### config.mk
export PLATFORM = sky130hd
export DESIGN_NAME = mem_bridge
export DESIGN_NICKNAME = d
export VERILOG_FILES = /design/src/rtl/mem_bridge.sv
export SDC_FILE = /design/constraint.sdc
export NUM_CORES = 1
export LEC_CHECK = 0
export CAP_MARGIN = 20
export CORE_UTILIZATION = 42
export CTS_CLUSTER_SIZE = 12
export DETAILED_ROUTE_END_ITERATION = 8
export PLACE_DENSITY = 0.84
export SKIP_CTS_REPAIR_TIMING = 1
export SYNTH_ARGS = -nofsm -noshare
export SYNTH_HDL_FRONTEND = slang
export SYNTH_SLANG_ARGS = --single-unit
### constraint.sdc
create_clock -name clk -period 2.83 [get_ports clk]
set_clock_uncertainty 0.1 [all_clocks]
set_input_delay 0.283 -clock clk [delete_from_list [all_inputs] [get_ports clk]]
set_output_delay 0.283 -clock clk [all_outputs]
set_load 0.1 [all_outputs]
### src/rtl/mem_bridge.sv
// Clocked req/done front end for the asynchronous data RAM; optional per-access watchdog under MEM_BRIDGE_TIMEOUT_EN.
// Latency: ram_enable rises 2 edges after req is accepted, and done follows ready by 2-3 edges. A bad address completes 1 cycle after req.
// Backpressure: req is sampled only in IDLE; one access is outstanding at a time and busy covers SETUP through DONE.
module mem_bridge #(
    parameter int                    DATA_WIDTH     = 32,
    parameter int                    ADDR_WIDTH     = 32,
    parameter int                    CAPACITY       = 1024,
    parameter logic [ADDR_WIDTH-1:0] OFFSET         = ADDR_WIDTH'(32'h00400000),
    parameter int                    TIMEOUT_CYCLES = 256
) (
    input  logic                  clk,
    input  logic                  rst_n,
    input  logic                  req,
    input  logic                  we,
    input  logic [ADDR_WIDTH-1:0] addr,
    input  logic [DATA_WIDTH-1:0] wdata,
    output logic                  busy,
    output logic                  done,
    output logic                  err,
    output logic [DATA_WIDTH-1:0] rdata,
    output logic [ADDR_WIDTH-1:0] ram_addr,
    output logic [DATA_WIDTH-1:0] ram_wdata,
    output logic                  ram_enable,
    output logic                  ram_rw,
    input  logic [DATA_WIDTH-1:0] ram_rdata,
    input  logic                  ram_ready
);

    localparam logic [2:0] IDLE      = 3'd0;
    localparam logic [2:0] SETUP     = 3'd1;
    localparam logic [2:0] STROBE    = 3'd2;
    localparam logic [2:0] WAIT_LOW  = 3'd3;
    localparam logic [2:0] WAIT_HIGH = 3'd4;
    localparam logic [2:0] DONE      = 3'd5;

    localparam logic [ADDR_WIDTH:0] LP_END = {1'b0, OFFSET} + ((ADDR_WIDTH+1)'(CAPACITY) << 2);

    logic [2:0]            r_state;
    logic                  r_rdy_meta;
    logic                  r_rdy_s;
    logic                  r_busy;
    logic                  r_err;
    logic [DATA_WIDTH-1:0] r_rdata;
    logic [ADDR_WIDTH-1:0] r_ram_addr;
    logic [DATA_WIDTH-1:0] r_ram_wdata;
    logic                  r_ram_rw;
    logic                  r_ram_enable;
    logic                  w_addr_bad;

    assign w_addr_bad = (addr[1:0] != 2'b00) || (addr < OFFSET) || ({1'b0, addr} >= LP_END);

`ifdef MEM_BRIDGE_TIMEOUT_EN
    localparam int LP_CW = $clog2(TIMEOUT_CYCLES + 1);
    logic [LP_CW-1:0] r_to_cnt;
`endif

    always_ff @(posedge clk or negedge rst_n) begin
        if (!rst_n) begin
            r_state      <= IDLE;
            r_rdy_meta   <= 1'b0;
            r_rdy_s      <= 1'b0;
            r_busy       <= 1'b0;
            r_err        <= 1'b0;
            r_rdata      <= '0;
            r_ram_addr   <= '0;
            r_ram_wdata  <= '0;
            r_ram_rw     <= 1'b0;
            r_ram_enable <= 1'b0;
`ifdef MEM_BRIDGE_TIMEOUT_EN
            r_to_cnt     <= '0;
`endif
        end else begin
            r_rdy_meta <= ram_ready;
            r_rdy_s    <= r_rdy_meta;
            case (r_state)
                IDLE: begin
                    if (req) begin
                        if (w_addr_bad) begin
                            // RAM is never strobed for a bad address, so busy stays low
                            r_state <= DONE;
                            r_err   <= 1'b1;
                        end else begin
                            r_state     <= SETUP;
                            r_busy      <= 1'b1;
                            r_err       <= 1'b0;
                            r_ram_addr  <= addr;
                            r_ram_wdata <= wdata;
                            r_ram_rw    <= we;
                        end
                    end
                end
                SETUP: r_state <= STROBE;
                STROBE: begin
                    r_state      <= WAIT_LOW;
                    r_ram_enable <= 1'b1;
`ifdef MEM_BRIDGE_TIMEOUT_EN
                    r_to_cnt     <= '0;
`endif
                end
                // ready is still high from the previous access until the RAM reacts to the new edge
                WAIT_LOW: begin
                    if (!r_rdy_s) r_state <= WAIT_HIGH;
                end
                WAIT_HIGH: begin
                    if (r_rdy_s) begin
                        if (!r_ram_rw) r_rdata <= ram_rdata;
                        r_state      <= DONE;
                        r_ram_enable <= 1'b0;
                    end
                end
                DONE: begin
                    r_state <= IDLE;
                    r_busy  <= 1'b0;
                    r_err   <= 1'b0;
                end
                default: begin
                    r_state      <= IDLE;
                    r_busy       <= 1'b0;
                    r_ram_enable <= 1'b0;
                end
            endcase
`ifdef MEM_BRIDGE_TIMEOUT_EN
            // Placed after the case so a watchdog expiry overrides the normal WAIT transitions
            if (r_state == WAIT_LOW || (r_state == WAIT_HIGH && !r_rdy_s)) begin
                if (r_to_cnt == LP_CW'(TIMEOUT_CYCLES - 1)) begin
                    r_state      <= DONE;
                    r_err        <= 1'b1;
                    r_ram_enable <= 1'b0;
                end else begin
                    r_to_cnt <= r_to_cnt + 1'b1;
                end
            end
`endif
        end
    end

    assign busy       = r_busy;
    assign done       = (r_state == DONE);
    assign err        = r_err;
    assign rdata      = r_rdata;
    assign ram_addr   = r_ram_addr;
    assign ram_wdata  = r_ram_wdata;
    assign ram_rw     = r_ram_rw;
    assign ram_enable = r_ram_enable;

endmodule

==> flow_metrics.tcl, run 1 <==
set metrics [dict create \
    period_share_pct 74.2 \
    post_drt_via_cell_ratio 4.82 \
    reg2reg_slack_ns 0.73 \
    dpl_cell_area_sq_mm 0.00574 \
    worstSetupPathType "reg -> reg" \
    drt_pass1_iterations 6 \
    placementRows 34 \
    synth_area_sq_mm 0.00386 \
    cts.sinks 105 \
    synth_cells 244 \
    fmax_ghz 0.476 \
    mappedNetlistNets 345 \
    ys.flop_type "dfrtp_1" \
    cts_max_level 3 \
    routedWlPerCell_microns 15.7 \
    ys_seq_area_share_pct 68.1 \
    clockPowerShare_pct 17.1 \
    ir_worst_vdd_uv 773 \
    grt.total_usage_pct 19.1 \
    critPathRequiredTime_ns 2.96 \
    dr.first_iter.drc_count 107 \
    die_h_microns 97.8 \
    initial_core_util_pct 43.8 \
    io_buffers 201 \
    tightest_slew_ns 0.735 \
    coreArea_sq_mm 0.00881 \
    min_period_ns 2.10 \
    ant_nets 0 \
    synth_cell_type_count 29 \
    leakage_nw 2.99 \
    avgSynthCellArea_sq_um 15.8 \
    num_vias 2714 \
    clk_pin_slew_ns 0.09 \
    antenna_found_initial 0 \
    hpwl_microns 6660 \
    grt_pass1_vias 2930 \
    maxCapViolCount 0 \
    design_area_sq_mm 0.00597 \
    fin_hold_ws_ns 0.248 \
    hold_class "reg -> reg" \
    finalMaxSlewViolations 0 \
    drc 24 \
    routed_wl_microns 8820 \
    crit_path_end_kind "flop" \
    grt_max_degree 59 \
    p_sw_share_pct 48.7 \
    power_density_mw_per_mm2 980 \
    worstPathMaxFanout 33 \
    rsz0062_at_grt "false" \
    slew_headroom_pct 51.0 \
    cp.arrival_ns 2.23 \
    synth_edf_count 0 \
    final_nets 552 \
    drive_gt1_share_pct 42.6 \
    root_buffer "clkbuf_8" \
    die_area_sq_mm 0.00957 \
    numCtsBuffers 9 \
    seqPwrFrac_pct 32.9 \
    fillers 647 \
    overflow 0 \
    violations "DRC" \
    postSynthRegisterBits 105 \
    setup_viol 0 \
    p_switching_mw 2.85 \
    antenna_cells 0 \
    fp.dieW_microns 97.8 \
    cp-start-kind "flop" \
    ioPinCount 202 \
    gp_congestion 0.776 \
    tns_ns 0 \
    grt_pass1_wl_microns 14500 \
    status "finished, violations left" \
    power_frac_comb_pct 50.0 \
    final_hold_viol_count 0 \
    clockBufferDepth 2 \
    syn_to_final_growth_pct 54.9 \
    async_reset_ff_share_pct 100 \
    clk_latency_ns 0.34 \
    power.internal_mw 3.00 \
    yosys_warnings 0 \
    cts_tree "done" \
]
Yosys cell counts (2+ instances only):
cell	count	area (sq um)
dfrtp_1	105	2630
mux2_2	69	777
nor2b_1	21	131
buf_2	8	40.0
mux2_1	6	67.6
nor4_1	4	25.0
inv_1	3	11.3
nor2_1	3	11.3
a21o_1	2	15.0
a21oi_1	2	10.0
nand2_1	2	7.51
o21ai_0	2	10.0
cell type report:
| type | count | area, sq um | area share, % |
|---|---|---|---|
| Timing Repair Buffer | 207 | 1820 | 30.4 |
| Clock inverter | 4 | 76.3 | 1.28 |
| Clock buffer | 11 | 141 | 2.37 |
| Multi-Input combinational cell | 125 | 1160 | 19.5 |
| Sequential cell | 105 | 2630 | 44.0 |
| Inverter | 3 | 11.3 | 0.189 |
| Tap cell | 108 | 135 | 2.26 |
power by group through the flow:
stage               clock [mW]  combinational (mW)  sequential [mW]
floorplan                    0               0.431             3.74
global route              1.10                3.00             1.97
detailed placement           0                2.94             1.96
finish                    1.00                2.92             1.93
CTS                       1.04                2.94             1.93
global placement             0                2.90             1.94
stage by stage:
stage | setup WS (ns) | cells | power, mW | utilization (%)
floorplan | 0.920 | 244 | 4.18 | -
global placement | 0.465 | 547 | 4.84 | 65.2
detailed placement | 0.378 | 547 | 4.90 | 65.2
CTS | 0.710 | 562 | 5.91 | 67.7
global route | 0.595 | 563 | 6.07 | 67.8
finish | 0.731 | 563 | 5.85 | 67.8
registers in the layout (all words and copies together) (netlist names), 3 cells and up:
signal and flops:
ram_addr 32, ram_wdata 32, rdata 32, r_state 3
cell usage in the layout (no fill, tap or decap), drive strengths merged:
cell type	Yosys	routed
a22oi	1	1
bufinv	0	2
mux2	75	75
a211oi	1	1
nor2b	21	21
dfrtp	105	105
clkinvlp	0	1
inv	3	4
a21o	2	2
nor4	4	4
a21oi	2	2
o21ai	2	2
and3	1	1
buf	10	107
clkdlybuf4s50	0	99
nor3	2	2
nor4b	1	1
clkbuf	1	11
mux2i	1	1
or2	1	1
nand3	1	1
nand2b	1	1
nand2	2	2
nand3b	1	1
dlygate4sd3	0	1
o211ai	1	1
nand4	1	1
nor2	4	4
kinds of logic (layout without fill, tap and decap cells):
logic type / count (synthesis) / count (layout) / synth area share, %
flops: 105 / 105 / 68.1
buf+inv: 14 / 225 / 1.91
mux: 76 / 76 / 22.2
simple gates: 40 / 40 / 6.30
compound gates: 9 / 9 / 1.49
routing by layer:
layer  part of all wire [%]  track usage (%)
met1                     40             24.4
met2                     50             31.3
met3                    7.3             5.80
met4                    1.9             6.41
met5                      0                0
final timing paths:
check / from / to / depth (start not counted)
max: r_state[1]$_DFFE_PN0P_ / ram_wdata[25]$_DFFE_PN0P_ / 5
min: r_rdy_meta$_DFF_PN0_ / r_rdy_s$_DFF_PN0_ / 0
min reg2reg: r_rdy_meta$_DFF_PN0_ / r_rdy_s$_DFF_PN0_ / 0
max in group asynchronous: rst_n / ram_wdata[27]$_DFFE_PN0P_ / 3
min in group asynchronous: rst_n / ram_addr[4]$_DFFE_PN0P_ / 2
max reg2reg: r_state[1]$_DFFE_PN0P_ / ram_wdata[25]$_DFFE_PN0P_ / 5
worst max-delay path, stage by stage, from the launching register on:
cell	delay [ns]
dfrtp_1	0.44
nor2_2	0.24
nand3b_1	0.20
nor3_4	0.23
buf_4	0.38
mux2_2	0.39
Note: power is estimated with default switching activity, not from simulation.
==> run 2, diff against run 1 <==
--- a/config.mk
+++ b/config.mk
@@ -6,10 +6,10 @@
 export NUM_CORES = 1
 export LEC_CHECK = 0
 export CAP_MARGIN = 20
-export CORE_UTILIZATION = 42
+export CORE_UTILIZATION = 35
 export CTS_CLUSTER_SIZE = 12
 export DETAILED_ROUTE_END_ITERATION = 8
-export PLACE_DENSITY = 0.84
+export PLACE_DENSITY = 0.74
 export SKIP_CTS_REPAIR_TIMING = 1
 export SYNTH_ARGS = -nofsm -noshare
 export SYNTH_HDL_FRONTEND = slang
==> constraint.sdc (replaced) <==
create_clock -name clk -period 1.75 [get_ports clk]
set_clock_uncertainty 0.1 [all_clocks]
set_input_delay 0.175 -clock clk [delete_from_list [all_inputs] [get_ports clk]]
set_output_delay 0.175 -clock clk [all_outputs]
set_load 0.1 [all_outputs]
==> run 2 against run 1 <==
Largest cell class is now buffers. First-iteration DRC count is 24% lower. Design area rose by 32%. Sequential power is 72% higher. Non-clock buffer count rose by 28. Critical path type is now in -> reg. Largest power group unchanged. Critical endpoint is now ram_wdata[19]$_DFFE_PN0P_. Worst hold slack lost 0.060 ns. Highest routed layer unchanged. Global-route usage down 1.3 points. The flow finishes with violations (setup timing). Routed wire length is 26% higher. Sequential cell count is the same.
==> flow_metrics.tcl, run 2 (synthesis results as in run 1) <==
set metrics [dict create \
    final_core_util_pct 74.8 \
    num_vias 2902 \
    path_cells "clkdlybuf4s50_1 > nor4_2 > nand4_1 > nor3_4 > buf_6 > clkbuf_16 > mux2_4" \
    hold_path_startpoint "ram_ready" \
    fmax_ghz 0.547 \
    slowest_stage "clkdlybuf4s50_1" \
    final_hold_viol_count 0 \
    placementRows 37 \
    critPathRequiredTime_ns 1.88 \
    cp.arrival_ns 1.95 \
    antenna_cells 0 \
    worstSetupPathType "in -> reg" \
    fp.dieW_microns 107 \
    hold_class "in -> reg" \
    layout_commonest_cell "buf_12" \
    power_density_mw_per_mm2 1380 \
    max_stage_delay_ns 0.44 \
    dr.first_iter.drc_count 81 \
    antenna_found_initial 0 \
    cp-start-kind "primary input" \
    clk_latency_ns 0.35 \
    reg2reg_from "r_state[0]$_DFFE_PN0P_" \
    path_delay_family "buffers and inverters" \
    reg2reg_slack_ns -0.05 \
    coreArea_sq_mm 0.0105 \
    clockBufferDepth 2 \
    cts_tree "done" \
    leakage_nw 3.67 \
    numCtsBuffers 9 \
    dpl_worst_slack_ns -0.519 \
    io_buffers 201 \
    most-common-layout-cells "buf_12 (107), dfrtp_1 (104), clkdlybuf4s50_1 (86)" \
    crit_buf_inv 3 \
    rsz0062_at_grt "true" \
    cts_max_level 3 \
    overflow 0 \
    ir_worst_vdd_uv 1530 \
    clk_pin_slew_ns 0.08 \
    crit_start "addr[30]" \
    maxCapViolCount 0 \
    slew_headroom_pct 66.3 \
    grt_pass1_wl_microns 15700 \
    whs_endpoint "r_rdy_meta$_DFF_PN0_" \
    die_h_microns 107 \
    min_period_ns 1.83 \
    gp_congestion 0.744 \
    routed_wl_microns 11200 \
    die_area_sq_mm 0.0114 \
    ant_nets 0 \
    finalMaxSlewViolations 0 \
    syn_to_final_growth_pct 104 \
    r2r-end "ram_wdata[19]$_DFFE_PN0P_" \
    drive_gt1_share_pct 47.5 \
    multi_input_area_sq_mm 0.00133 \
    cts.sinks 105 \
    post_drt_via_cell_ratio 4.68 \
    reg2reg_depth 6 \
    tightest_slew_ns 0.506 \
    regArea_sq_mm 0.00263 \
    worstPathMaxFanout 7 \
    ioPinCount 202 \
    routedWlPerCell_microns 18.0 \
    grt_pass1_vias 3105 \
    crit_cells 7 \
    final_nets 580 \
    violations "setup timing" \
    grt_max_degree 37 \
    min_path_cells 1 \
    crit_path_end_kind "flop" \
    period_share_pct 104 \
    drc 0 \
    hpwl_microns 7870 \
    setup_viol 44 \
    setup_ws_ns -0.0770 \
    root_buffer "clkbuf_8" \
    grt.total_usage_pct 17.9 \
    initial_core_util_pct 36.7 \
    status "finished, violations left" \
    drt_pass1_iterations 4 \
    fillers 636 \
]
-- run 2: cell type report --
| type | instances | area share, % |
|---|---|---|
| flip-flops and latches | 105 | 33.5 |
| clock buffers | 12 | 1.85 |
| multi-input cells | 125 | 16.9 |
| inverters | 3 | 0.143 |
| clock inverters | 4 | 0.669 |
| well taps | 136 | 2.17 |
| repair buffers | 235 | 44.8 |
-- run 2: layer usage --
layer / track usage [%] / vias up / part of all wire, %
met2: 33.5 / 128 / 54
li1: - / 1306 / -
met5: 0 / - / 0
met1: 19.0 / 1449 / 37
met4: 6.26 / 0 / 2.0
met3: 5.17 / 19 / 6.8
-- run 2: worst register-to-register path: stages, from the launching register on --
cell and delay (ns):
dfrtp_1 0.41, nor2_2 0.11, nand3b_1 0.16, nor3_4 0.22, buf_6 0.19, clkbuf_16 0.18, mux2_4 0.30
-- run 2: power breakdown --
group / switching (mW) / internal, mW
Clock: 0.791 / 0.706
Sequential: 0.447 / 2.87
Combinational: 3.69 / 2.37
Total: 4.92 / 5.94
-- run 2: worst max path at each step --
stage / slack, ns / to
2_1_floorplan: -0.02 / ram_addr[10]$_DFFE_PN0P_
3_3_place_gp: -0.48 / ram_rw$_DFFE_PN0P_
3_5_place_dp: -0.52 / ram_wdata[6]$_DFFE_PN0P_
4_1_cts: -0.13 / ram_wdata[23]$_DFFE_PN0P_
5_1_grt: -0.19 / ram_wdata[19]$_DFFE_PN0P_
6_report: -0.08 / ram_wdata[19]$_DFFE_PN0P_
-- run 2: per-stage QoR --
step	TNS, ns	instance area (sq um)	power (mW)	instances	hold slack [ns]
3_3_place_gp	-27.53	7180	9.22	586	0.0734
5_1_grt	-10.09	7860	11.2	620	0.193
6_report	-1.78	7860	10.9	620	0.188
4_1_cts	-6.88	7370	10.8	602	-0.314
2_1_floorplan	-0.120	3860	6.75	244	-0.221
3_5_place_dp	-30.71	7180	9.31	586	0.0830
